<file path="config.mk">
export PLATFORM = sky130hd
export DESIGN_NAME = cpu_vram_arbiter
export DESIGN_NICKNAME = d
export VERILOG_FILES = /design/src/rtl/cpu_vram_arbiter.sv
export SDC_FILE = /design/constraint.sdc
export NUM_CORES = 1
export LEC_CHECK = 0
export ABC_AREA = 1
export ABC_CLOCK_PERIOD_IN_PS = 2900
export CORE_MARGIN = 5
export CORE_UTILIZATION = 55
export DETAILED_ROUTE_END_ITERATION = 10
export PLACE_DENSITY = 0.77
export SYNTH_ARGS = -nofsm -noshare
export SYNTH_HDL_FRONTEND = slang
export SYNTH_SLANG_ARGS = --single-unit
</file>
<file path="constraint.sdc">
create_clock -name clk_49m -period 2.9 [get_ports clk_49m]
set_clock_uncertainty 0.1 [all_clocks]
set_input_delay 0.435 -clock clk_49m [delete_from_list [all_inputs] [get_ports clk_49m]]
set_output_delay 0.435 -clock clk_49m [all_outputs]
set_load 0.01 [all_outputs]
</file>
<file path="src/rtl/cpu_vram_arbiter.sv">
// Arbitrates Z80 accesses to shared video/work RAM against the video timing slots.
// Holds the CPU in WAIT until a CPU slot (or timeout) grants an access window.
module cpu_vram_arbiter #(
    parameter int ACCESS_TICKS  = 2,
    parameter int TIMEOUT_TICKS = 255
) (
    input  logic clk_49m,
    input  logic reset,
    input  logic cen,
    input  logic mreq_n,
    input  logic rfsh_n,
    input  logic rd_n,
    input  logic wr_n,
    input  logic sel_n,
    input  logic cpu_slot,
    output logic wait_n,
    output logic ram_en_n,
    output logic ram_we_n,
    output logic latch_en,
    output logic busy
);

    typedef enum logic [1:0] {IDLE, ARM, ACCESS, DONE} state_t;

    localparam logic [7:0] TO_LAST  = 8'(TIMEOUT_TICKS - 1);
    localparam logic [3:0] ACC_INIT = 4'(ACCESS_TICKS);

    state_t     state, nxt;
    logic [7:0] wait_cnt, wait_nxt;
    logic [3:0] acc_cnt, acc_nxt;
    logic       wr_q, wr_nxt, latch_nxt;
    logic       req, grant;

    assign req   = ~sel_n & ~mreq_n & rfsh_n & (~rd_n | ~wr_n);
    // The cen that would bring the wait count to TIMEOUT_TICKS grants on its own.
    assign grant = cen & (cpu_slot | (wait_cnt >= TO_LAST));

    always_comb begin
        nxt       = state;
        wait_nxt  = wait_cnt;
        acc_nxt   = acc_cnt;
        wr_nxt    = wr_q;
        latch_nxt = 1'b0;
        case (state)
            IDLE: begin
                if (req) begin
                    nxt      = ARM;
                    wait_nxt = 8'd0;
                    wr_nxt   = ~wr_n;
                end
            end
            ARM: begin
                if (mreq_n) begin
                    nxt = IDLE;
                end else if (grant) begin
                    nxt     = ACCESS;
                    acc_nxt = ACC_INIT;
                end else if (cen && wait_cnt != 8'hff) begin
                    wait_nxt = 8'(wait_cnt + 8'd1);
                end
            end
            ACCESS: begin
                if (mreq_n) begin
                    nxt = IDLE;
                end else if (cen) begin
                    acc_nxt = 4'(acc_cnt - 4'd1);
                    if (acc_cnt == 4'd1) begin
                        nxt       = DONE;
                        latch_nxt = ~wr_q;
                    end
                end
            end
            DONE: begin
                if (mreq_n) nxt = IDLE;
            end
            default: nxt = IDLE;
        endcase
    end

    // Outputs are decoded from the next state so they are flops aligned with state.
    always_ff @(posedge clk_49m) begin
        if (reset) begin
            state    <= IDLE;
            wait_cnt <= 8'd0;
            acc_cnt  <= 4'd0;
            wr_q     <= 1'b0;
            wait_n   <= 1'b1;
            ram_en_n <= 1'b1;
            ram_we_n <= 1'b1;
            latch_en <= 1'b0;
            busy     <= 1'b0;
        end else begin
            state    <= nxt;
            wait_cnt <= wait_nxt;
            acc_cnt  <= acc_nxt;
            wr_q     <= wr_nxt;
            wait_n   <= ~(nxt == ARM || nxt == ACCESS);
            ram_en_n <= ~(nxt == ACCESS);
            ram_we_n <= ~(nxt == ACCESS && wr_nxt);
            latch_en <= latch_nxt;
            busy     <= (nxt != IDLE);
        end
    end

endmodule
</file>
# Word-level counts from Yosys, hierarchy flattened
# Cells that the tools add are included.
dict set report word_totals {
  reg_bits 20
  input_bits 9
  output_inout_bits 5
  wordCells 73
}
dict set report classes {
  addsub 2
  magnitude_cmp 1
  n_eq_ne 14
  n_mux 20
  n_bitwise 17
  n_reduce_logical 10
}
# cell count
set op_table {}
lappend op_table {{8-bit two-way mux} 4}
lappend op_table {{4-bit two-way mux} 4}
lappend op_table {{8-bit one-hot mux with 2 select lines} 1}
lappend op_table {{2-bit two-way mux} 7}
lappend op_table {{2-bit inequality test, second input constant} 7}
lappend op_table {{1-bit inverter} 11}
lappend op_table {{5-bit AND reduction} 2}
lappend op_table {{8-bit by 1-bit adder with 8-bit output, second input constant} 1}
lappend op_table {{8-bit greater-or-equal comparator, second input constant} 1}
lappend op_table {{8-bit inequality test, second input constant} 1}
lappend op_table {{2-bit one-hot mux with 4 select lines} 1}
lappend op_table {{4-bit one-hot mux with 2 select lines} 1}
lappend op_table {{2-bit equality test, second input constant} 3}
lappend op_table {{2-bit nonzero test} 3}
lappend op_table {{5-bit OR reduction} 1}
lappend op_table {{1-bit AND} 4}
lappend op_table {{2-bit by 1-bit equality test with 1-bit output, second input constant} 2}
lappend op_table {{4-bit by 1-bit equality test with 1-bit output, second input constant} 1}
lappend op_table {{4-bit by 1-bit subtractor with 4-bit output, second input constant} 1}
lappend op_table {{1-bit logical AND} 2}
lappend op_table {{2-bit logical NOT} 1}
lappend op_table {{1-bit two-way mux} 2}
lappend op_table {{1-bit bitwise OR} 2}
lappend op_table {{1-bit logical OR} 1}

# Logic depth before layout (Yosys ltp)
# Gate-level depths: netlist (run 1).
dict set report logic_depth {
  ltp_word 9
  depth_mapped 12
  depth_no_buf 12
}

# Least setup slack after synthesis (run 1)
# Ideal clock, no wire load.
dict set report synth_timing {
  path_kind {reg2reg}
  startpoint {register wait_cnt[1]}
  endpoint {register wait_n}
  setup_ns 0.058
  arrival_time_ns 1.442
  required_ns 2.742
  path_slack_ns 1.300
  path_stages_with_launch 10
  n_path_buf 0
  period_less_slack_ns 1.600
  cell_sequence {dfxtp_1 ha_1 nor2_1 nor2_1 nand2_2 nand2_4 nand2_1 a31oi_1 ha_1 nand2_1}
}
dict set report synth_via {
  elab_chain_len 9
  word_cells_on_any_way 10
  classes_between {order compare (1); eq/ne (2); mux (3); bitwise (3); reduce/logical (1)}
}
# item line_no
set synth_lines {}
lappend synth_lines {{start, declared} 29} ;# logic [7:0] wait_cnt, wait_nxt;
lappend synth_lines {{start signal, assigned} 94} ;# wait_cnt <= wait_nxt;
lappend synth_lines {{8-bit greater-or-equal comparator *} 36} ;# assign grant = cen & (cpu_slot | (wait_cnt >= TO_LAST));
lappend synth_lines {{1-bit bitwise OR *} 36}
lappend synth_lines {{1-bit AND *} 36}
lappend synth_lines {{2-bit two-way mux *} 55} ;# end else if (grant) begin
lappend synth_lines {{2-bit two-way mux *} 53} ;# if (mreq_n) begin
lappend synth_lines {{2-bit one-hot mux with 4 select lines *} 44} ;# case (state)
lappend synth_lines {{2-bit by 1-bit equality test with 1-bit output / 2-bit equality test (equally long branches)} 97} ;# wait_n <= ~(nxt == ARM || nxt == ACCESS);
lappend synth_lines {{1-bit logical OR *} 97}
lappend synth_lines {{1-bit inverter *} 97}
lappend synth_lines {{end signal, assigned} 97}
lappend synth_lines {{end, declared} 16} ;# output logic wait_n,
# Mark *: on every way between the ends. The rest lies on a longest branch, timed or not.
# A chain may end at the register's enable or synchronous reset.

# Worst setup path after layout (run 1)
dict set report layout_timing {
  startpoint {register wait_cnt[1]}
  endpoint {register wait_cnt[5]}
}
dict set report layout_via {
  elab_chain_len 5
  word_cells_on_any_way 13
  classes_between {add/sub (1); order compare (1); eq/ne (3); mux (4); bitwise (2); reduce/logical (2)}
}
# item line_no
set layout_lines {}
lappend layout_lines {{8-bit by 1-bit adder with 8-bit output / 8-bit greater-or-equal comparator (equally long branches)} {59, 36}}
lappend layout_lines {{8-bit two-way mux / 1-bit bitwise OR (equally long branches)} {58, 36}}
lappend layout_lines {{8-bit two-way mux / 1-bit AND (equally long branches)} {55, 36}}
lappend layout_lines {{8-bit two-way mux / 2-bit inequality test (equally long branches)} -}
lappend layout_lines {{8-bit one-hot mux with 2 select lines / 5-bit AND reduction (equally long branches)} -}
# Several ways; a longest one is shown, not always the timed one. The select of a mux whose other input is x is not followed.

==> results of run 1 <==
## critical path: stages (launching register included)
cell	delay, ns
sky130_fd_sc_hd__dfxtp_1	0.47
sky130_fd_sc_hd__ha_1	0.31
sky130_fd_sc_hd__nand2_1	0.10
sky130_fd_sc_hd__nor2_1	0.10
sky130_fd_sc_hd__nand2_1	0.07
sky130_fd_sc_hd__nand2_2	0.08
sky130_fd_sc_hd__nand2_4	0.07
sky130_fd_sc_hd__nand3_2	0.23
sky130_fd_sc_hd__nor2_1	0.07
sky130_fd_sc_hd__nor2_1	0.09
sky130_fd_sc_hd__nor2_1	0.04
## cells in the mapped netlist (2+ instances only)
cell                      number
sky130_fd_sc_hd__inv_1        22
sky130_fd_sc_hd__a21oi_1      10
sky130_fd_sc_hd__inv_2         2
sky130_fd_sc_hd__o21ai_0       2
sky130_fd_sc_hd__dfxtp_1      20
sky130_fd_sc_hd__nand3_1      10
sky130_fd_sc_hd__nand2_4       3
sky130_fd_sc_hd__nand2_1      38
sky130_fd_sc_hd__ha_1          6
sky130_fd_sc_hd__nor2_4        2
sky130_fd_sc_hd__nor2_1       23
sky130_fd_sc_hd__nand4_1      11
sky130_fd_sc_hd__nand2_2       8
sky130_fd_sc_hd__a21oi_2       4
## routing by layer
layer | track usage [%] | part of all wire, % | up-vias | wire length [um]
met3 | 3.21 | 5.3 | 4 | 139
met5 | 0 | 0 | - | 0
met2 | 27.4 | 48 | 37 | 1260
met1 | 23.0 | 45 | 518 | 1180
met4 | 9.15 | 1.8 | 0 | 47
li1 | - | - | 574 | -
## cell families (layout without fill, tap and decap cells)
kind of cell               after synthesis  count (layout)
adders and majority gates                6               6
DFF                                     20              20
buffers and inverters                   28              42
and+or+nand+nor                         98              98
AOI/OAI and AO/OA                       19              19
## per-stage QoR
stage / hold slack, ns / util [%] / setup slack [ns] / power (mW)
6_report: 0.354 / 68.9 / 1.08 / 0.565
5_1_grt: 0.362 / 68.9 / 0.896 / 0.591
4_1_cts: 0.346 / 68.9 / 1.09 / 0.569
3_5_place_dp: 0.326 / 66.3 / 0.780 / 0.338
3_3_place_gp: 0.327 / 66.3 / 0.797 / 0.336
2_1_floorplan: 0.292 / - / 1.30 / 0.317
## worst max path at each step
| stage | start | end | slack (ns) |
|---|---|---|---|
| floorplan | wait_cnt[1] | wait_n | 1.30 |
| global placement | cen | wait_cnt[7] | 0.80 |
| detailed placement | cen | wait_cnt[6] | 0.78 |
| CTS | wait_cnt[1] | wait_n | 1.09 |
| global route | wait_cnt[1] | wait_cnt[6] | 0.90 |
| finish | wait_cnt[1] | wait_cnt[5] | 1.08 |
## state kept, by name, summed over array words and instances, names as in the netlist
signal / flops
ram_we_n: 1
wait_cnt: 8
acc_cnt: 4
busy: 1
ram_en_n: 1
state: 2
wr_q: 1
latch_en: 1
wait_n: 1
## power groups by stage
stage / clock network, mW / registers (mW) / logic (mW)
after floorplan: 0 / 0.288 / 0.0297
after global placement: 0 / 0.288 / 0.0487
after detailed placement: 0 / 0.288 / 0.0500
after CTS: 0.238 / 0.282 / 0.0501
after global routing: 0.253 / 0.283 / 0.0554
final: 0.233 / 0.282 / 0.0501
## cell type report
class                           instances  area [sq um]  share of cell area (%)
Clock inverter                          1          30.0                    2.18
Multi-Input combinational cell        123           666                    48.2
Timing Repair Buffer                   14           138                    9.97
Inverter                               24          90.1                    6.53
Clock buffer                            3          22.5                    1.63
Sequential cell                        20           400                    29.0
Tap cell                               27          33.8                    2.45
==> metrics.log, run 1 <==
[metrics] number of diodes: 0
[metrics] part of the Yosys area used for sequential elements: 33.8%
[metrics] final setup vio count: 0
[metrics] clock insertion delay at the later pin of the skew report: roughly 0.31 ns
[metrics] Total Negative Setup Slacks: 0 ns
[metrics] required time at the endpoint of the critical path: 3.02 ns
[metrics] standard-cell row count: 16
[metrics] Fmax: 0.550 GHz
[metrics] Die X-Extent: roughly 56 um
[metrics] layout cells sized above 1: 14.1%
[metrics] DP Wirelength: 2060 um
[metrics] Die Outline Area: 3180 sq um
[metrics] final estimated routing congestion in global placement: 0.850
[metrics] dominant combinational cell family by area after synthesis: simple AND/OR/NAND/NOR gates
[metrics] global routing usage summed across all routing layers: 17.6%
[metrics] clock root buffer: sky130_fd_sc_hd__clkbuf_4
[metrics] startpoint-to-endpoint class of the critical path: register to register
[metrics] clk buf depth: 2
[metrics] switching share of total power: 22.1%
[metrics] fraction of synthesized area in multiplexers: 0%
[metrics] Hold Path Stages: 1
[metrics] most used cells in the layout excluding fill and tap cells: 38 x sky130_fd_sc_hd__nand2_1, 23 x sky130_fd_sc_hd__nor2_1, 22 x sky130_fd_sc_hd__inv_1
[metrics] wire length of the first global-routing pass: 4460 um
[metrics] die outline height: about 56 um
[metrics] number of inserted filler cells in the final layout: 186
[metrics] via count of the first global-routing pass: 1038
[metrics] pin slew with the least headroom to its limit: between 0.3 and 0.4 ns
[metrics] number of max-capacitance violations reported: 0
[metrics] leading cell type in the layout, fill and taps excluded: sky130_fd_sc_hd__nand2_1
[metrics] Layout Cells excl Fill: approximately 210
[metrics] vias per std cell: 5.34
[metrics] sequential power share: 49.9%
[metrics] number of violations reported at the end of detailed-routing iteration 0: 31
[metrics] IO buf count: 13
[metrics] Cell Area, Synth: 1180 sq um
[metrics] register bit total from synthesis: 20
[metrics] post-layout minimum cycle time: 1.82 ns
[metrics] library cell occupying the most area in the post-synthesis netlist: sky130_fd_sc_hd__dfxtp_1
[metrics] initial antenna violation count: 0
[metrics] via count: 1133
[metrics] total placed instance area: roughly 1300 sq um
[metrics] top flip-flop cell by instance count after synthesis: sky130_fd_sc_hd__dfxtp_1
[metrics] CTS Sinks: 20
[metrics] effective utilization at floorplan: 59.1%
[metrics] number of synthesized flops with an enable pin: 0
[metrics] Int Pwr: 440 uW
[metrics] CTS resizes: 0
[metrics] clock input transition at the sequential cells of the worst setup and hold paths: 0.12 ns
[metrics] share of the synthesized area in the top cell type: 33.8%
[metrics] post-synthesis instance total: roughly 170
[metrics] standard cell core area: 2000 sq um
[metrics] Clock Power Share: 41.2%
[metrics] post-synthesis to final-layout area growth: 16.6%
[metrics] Final period util: 62.7%
[metrics] Post-Synth Adder-Cell Area: 6.34%
[metrics] maximum number of pins on one net before global-route repair: 14
[metrics] Net Sw Power: 125 uW
[metrics] Max transition margin: 74.9%
[metrics] yosys synthesis warning count: 0
[metrics] most area-consuming cells after synthesis: sky130_fd_sc_hd__dfxtp_1 34%, sky130_fd_sc_hd__nand2_1 12%, sky130_fd_sc_hd__nor2_1 7.3%, sky130_fd_sc_hd__inv_1 7.0%, sky130_fd_sc_hd__ha_1 6.3%
[metrics] top fanout value on the critical path: 11
[metrics] Crit Reg-Reg Startpoint: wait_cnt[1]
[metrics] Post-Layout Inst Area: 1380 sq um
[metrics] maximum VDD drop: between 0.0003 and 0.0004 V
[metrics] Avg WL per Cell: 12.4 um
[metrics] worst reg-to-reg setup slack: 1.08 ns
[metrics] category of the worst setup path capture point: register
[metrics] logic gate share of total power: 8.9%
[metrics] static leakage power: 0.590 nW
[metrics] unrepaired setup endpoints after global routing: false
[metrics] fraction of synthesized cell area in xor and xnor cells: 0%
[metrics] I/O pins: 14
[metrics] asr flop ratio synth: 0%
[metrics] total setup buffers inserted after CTS: 0
[metrics] worst path arrival time: between 1.5 and 2 ns
[metrics] kind of path behind the tightest hold check: register to register
[metrics] # H-tree levels: 1
[metrics] mean instance size in the synthesized netlist: 6.92 sq um
[metrics] cts bufs inserted: 3
[metrics] number of search-and-repair iterations in the first detailed-routing pass: 4
[metrics] distinct cell type count after synthesis: 24
[metrics] post-detailed-routing wire length: around 2600 um
[metrics] instance count after placement with tap cells included: 208
[metrics] critical path startpoint category: register
[metrics] share of the synthesized area in compound gates (AO/OA/AOI/OAI): 9.62%
[metrics] number of nets at the end of the flow: about 200
[metrics] global route overflow: 0
[metrics] total count of hold-check failures in the final report: 0
[metrics] Worst Hold End: latch_en
[metrics] worst hold start: wr_q
[metrics] power density cells: 409 nW/um^2
[metrics] DRC violations left: 0
[metrics] number of nets with antenna violations after detailed routing: 0
[metrics] post-synth net total: 186
[metrics] area share of and/or/nand/nor cells after synthesis: roughly 40%
[metrics] run status: finished, final reports clean
[metrics] endpoint of the worst register-to-register path: wait_cnt[5]
[metrics] number of max-slew violations in the final report: 0
[metrics] Worst Reg-to-Reg Cells: 10
[metrics] CTS tree: built
[metrics] count of hold buffers inserted by post-cts repair: 0
Note: power is estimated with default switching activity, not from simulation.
==> run 2, diff against run 1 <==
--- a/config.mk
+++ b/config.mk
@@ -6,11 +6,11 @@
 export NUM_CORES = 1
 export LEC_CHECK = 0
 export ABC_AREA = 1
-export ABC_CLOCK_PERIOD_IN_PS = 2900
+export ABC_CLOCK_PERIOD_IN_PS = 1900
 export CORE_MARGIN = 5
-export CORE_UTILIZATION = 55
+export CORE_UTILIZATION = 54
 export DETAILED_ROUTE_END_ITERATION = 10
-export PLACE_DENSITY = 0.77
+export PLACE_DENSITY = 0.75
 export SYNTH_ARGS = -nofsm -noshare
 export SYNTH_HDL_FRONTEND = slang
 export SYNTH_SLANG_ARGS = --single-unit
==> constraint.sdc (replaced) <==
create_clock -name clk_49m -period 1.9 [get_ports clk_49m]
set_clock_uncertainty 0.1 [all_clocks]
set_input_delay 0.285 -clock clk_49m [delete_from_list [all_inputs] [get_ports clk_49m]]
set_output_delay 0.285 -clock clk_49m [all_outputs]
set_load 0.01 [all_outputs]
==> run 2 against run 1 <==
Net effect:
- total power increased by 35%
- clock power grew 6%
- core utilization shrank 2.0 points
- highest routed layer unchanged
- sequential power grew 52%
==> metrics.log, run 2 (same netlist as run 1, synthesis figures left out) <==
[metrics] startpoint-to-endpoint class of the critical path: register to register
[metrics] number of max-slew violations in the final report: 0
[metrics] Clock Power Share: around 33%
[metrics] number of inserted filler cells in the final layout: 206
[metrics] final setup vio count: 0
[metrics] final total power: about 760 uW
[metrics] final estimated routing congestion in global placement: 0.874
[metrics] clk buf depth: 2
[metrics] sequential power share: a little under three fifths
[metrics] maximum number of pins on one net before global-route repair: 13
[metrics] DRC violations left: 0
[metrics] initial antenna violation count: 0
[metrics] I/O pins: 14
[metrics] CTS tree: built
[metrics] wire length of the first global-routing pass: around 4500 um
[metrics] Crit Reg-Reg Startpoint: wait_cnt[0]
[metrics] number of nets with antenna violations after detailed routing: 0
[metrics] category of the worst setup path capture point: register
[metrics] run status: finished, final reports clean
[metrics] static leakage power: 0.626 nW
[metrics] number of max-capacitance violations reported: 0
[metrics] number of violations reported at the end of detailed-routing iteration 0: 21
[metrics] Avg WL per Cell: 11.9 um
[metrics] worst hold start: wr_q
[metrics] max reg flops: 8
[metrics] IO buf count: 13
[metrics] Die X-Extent: 56.8 um
[metrics] critical path launch point: wait_cnt[0]
[metrics] switching share of total power: 23.8%
[metrics] logic gate share of total power: a little over a tenth
[metrics] global route overflow: 0
[metrics] cts bufs inserted: 3
[metrics] CP delay by family, top: adder cells
[metrics] die outline height: 56.8 um
[metrics] total count of hold-check failures in the final report: 0
[metrics] clock input transition at the sequential cells of the worst setup and hold paths: 0.11 ns
[metrics] required time at the endpoint of the critical path: approximately 2.0 ns
[metrics] buffering stage count on the worst path with inverters included: 1
[metrics] maximum VDD drop: 0.000431 V
[metrics] standard-cell row count: 17
[metrics] vias per std cell: 5.19
[metrics] largest registers ranked by flip-flop count: wait_cnt: 8 flops, acc_cnt: 4 flops, state: 2 flops
[metrics] effective utilization at floorplan: 55.1%
[metrics] Net Sw Power: 181 uW
[metrics] top fanout value on the critical path: 4
[metrics] depth of the critical timing path with buffers and inverters included: 10
[metrics] most used cells in the layout excluding fill and tap cells: 38 x sky130_fd_sc_hd__nand2_1, 23 x sky130_fd_sc_hd__nor2_1, 22 x sky130_fd_sc_hd__inv_1
[metrics] Die Outline Area: 3230 sq um
[metrics] Int Pwr: approximately 580 uW
[metrics] clock root buffer: sky130_fd_sc_hd__clkbuf_4
[metrics] register with the highest flop count: wait_cnt
[metrics] final hold slack: 0.370 ns
[metrics] total setup buffers inserted after CTS: 0
[metrics] via count: 1148
[metrics] number of nets at the end of the flow: approximately 210
[metrics] post-detailed-routing wire length: 2630 um
[metrics] worst path arrival time: 1.82 ns
[metrics] layout cells sized above 1: between 10% and 20%
[metrics] critical path startpoint category: register
[metrics] worst reg-to-reg setup slack: 0.18 ns
[metrics] post-layout minimum cycle time: between 1.5 and 2 ns
[metrics] kind of path behind the tightest hold check: register to register
[metrics] via count of the first global-routing pass: 1072
[metrics] Fmax: around 0.58 GHz
[metrics] global routing usage summed across all routing layers: ~17%
[metrics] Final period util: 90.5%
[metrics] number of search-and-repair iterations in the first detailed-routing pass: 4
[metrics] DP Wirelength: 1970 um
[metrics] power density cells: 528 nW/um^2
[metrics] Max stage delay on crit path: 0.40 ns
[metrics] pin slew with the least headroom to its limit: 0.248 ns
[metrics] clock insertion delay at the later pin of the skew report: 0.30 ns
[metrics] Cell Chain, Critical Path: inv_1 > ha_1 > nor2_1 > nor2_1 > nand2_2 > nand2_4 > nand2_1 > a31oi_2 > ha_1 > nand2_1
[metrics] post-synthesis to final-layout area growth: 21.6%
[metrics] number of diodes: 0
[metrics] slowest cell on the critical path: sky130_fd_sc_hd__dfxtp_1
[metrics] standard cell core area: 2150 sq um
[metrics] unrepaired setup endpoints after global routing: false
[metrics] leading cell type in the layout, fill and taps excluded: sky130_fd_sc_hd__nand2_1
[metrics] Hold Path Stages: 1
[metrics] Worst Reg-to-Reg Cells: 10
[metrics] # H-tree levels: 1
[metrics] Max transition margin: 83.4%
[metrics] CTS Sinks: 20
==> run 2: cell count changes in the layout (fill, tap and decap cells not counted) <==
cell                        change
sky130_fd_sc_hd__a31oi_1        -1
sky130_fd_sc_hd__a31oi_2        +1
sky130_fd_sc_hd__buf_4          +8
sky130_fd_sc_hd__bufinv_16      -1
sky130_fd_sc_hd__clkbuf_8       +1
sky130_fd_sc_hd__nand3_2        -1
sky130_fd_sc_hd__nand3_4        +1
==> run 2: worst register-to-register path, delay by kind of cell (launching register included) <==
kind / cells / cell delay (ns)
buffers and inverters: 1 / 0.10
and+or+nand+nor: 6 / 0.37
AOI/OAI and AO/OA: 1 / 0.12
adders and majority gates: 2 / 0.51
DFF: 1 / 0.40
==> run 2: per-layer routing <==
metal  up-vias  track usage, %  wire [um]
met2        25            28.5       1240
met5         -               0          0
met4         0            6.95         38
met3         5            2.99        118
met1       527            21.8       1240
li1        591               -          -
==> run 2: layout make-up <==
type / count / area, sq um / area share, %
Inverter: 24 / 90.1 / 6.26
Multi-Input combinational cell: 123 / 679 / 47.2
Sequential cell: 20 / 400 / 27.8
Clock buffer: 4 / 36.3 / 2.52
Tap cell: 28 / 35.0 / 2.43
Timing Repair Buffer: 22 / 198 / 13.7
==> run 2: path summary, 6_finish.rpt <==
path              endpoint
hold reg to reg   latch_en
hold / removal    latch_en
setup / recovery    wait_n
setup reg to reg    wait_n
==> run 2: through the flow <==
step           cell area, sq um  cells  setup TNS [ns]  utilization [%]  worst slack [ns]
6_report                   1440    221               0             67.0             0.180
2_1_floorplan              1180    171               0                -             0.300
5_1_grt                    1440    221               0             67.0            0.0216
4_1_cts                    1430    221               0             66.3            0.0980
3_3_place_gp               1390    217               0             64.6            0.0404
3_5_place_dp               1390    217         -0.0202             64.6           -0.0202
==> run 2: repair_timing <==
| action | in CTS | in global routing |
|---|---|---|
| resized for setup | 0 | 2 |
| hold buffers | 0 | 0 |
| setup endpoints to repair | 0 | 7 |
==> run 2: power groups by stage <==
stage	clock, mW	combinational [mW]	sequential [mW]
4_1_cts	0.256	0.0798	0.430
3_5_place_dp	0	0.0794	0.440
3_3_place_gp	0	0.0771	0.439
2_1_floorplan	0	0.0454	0.439
6_report	0.248	0.0819	0.430
5_1_grt	0.276	0.0902	0.431
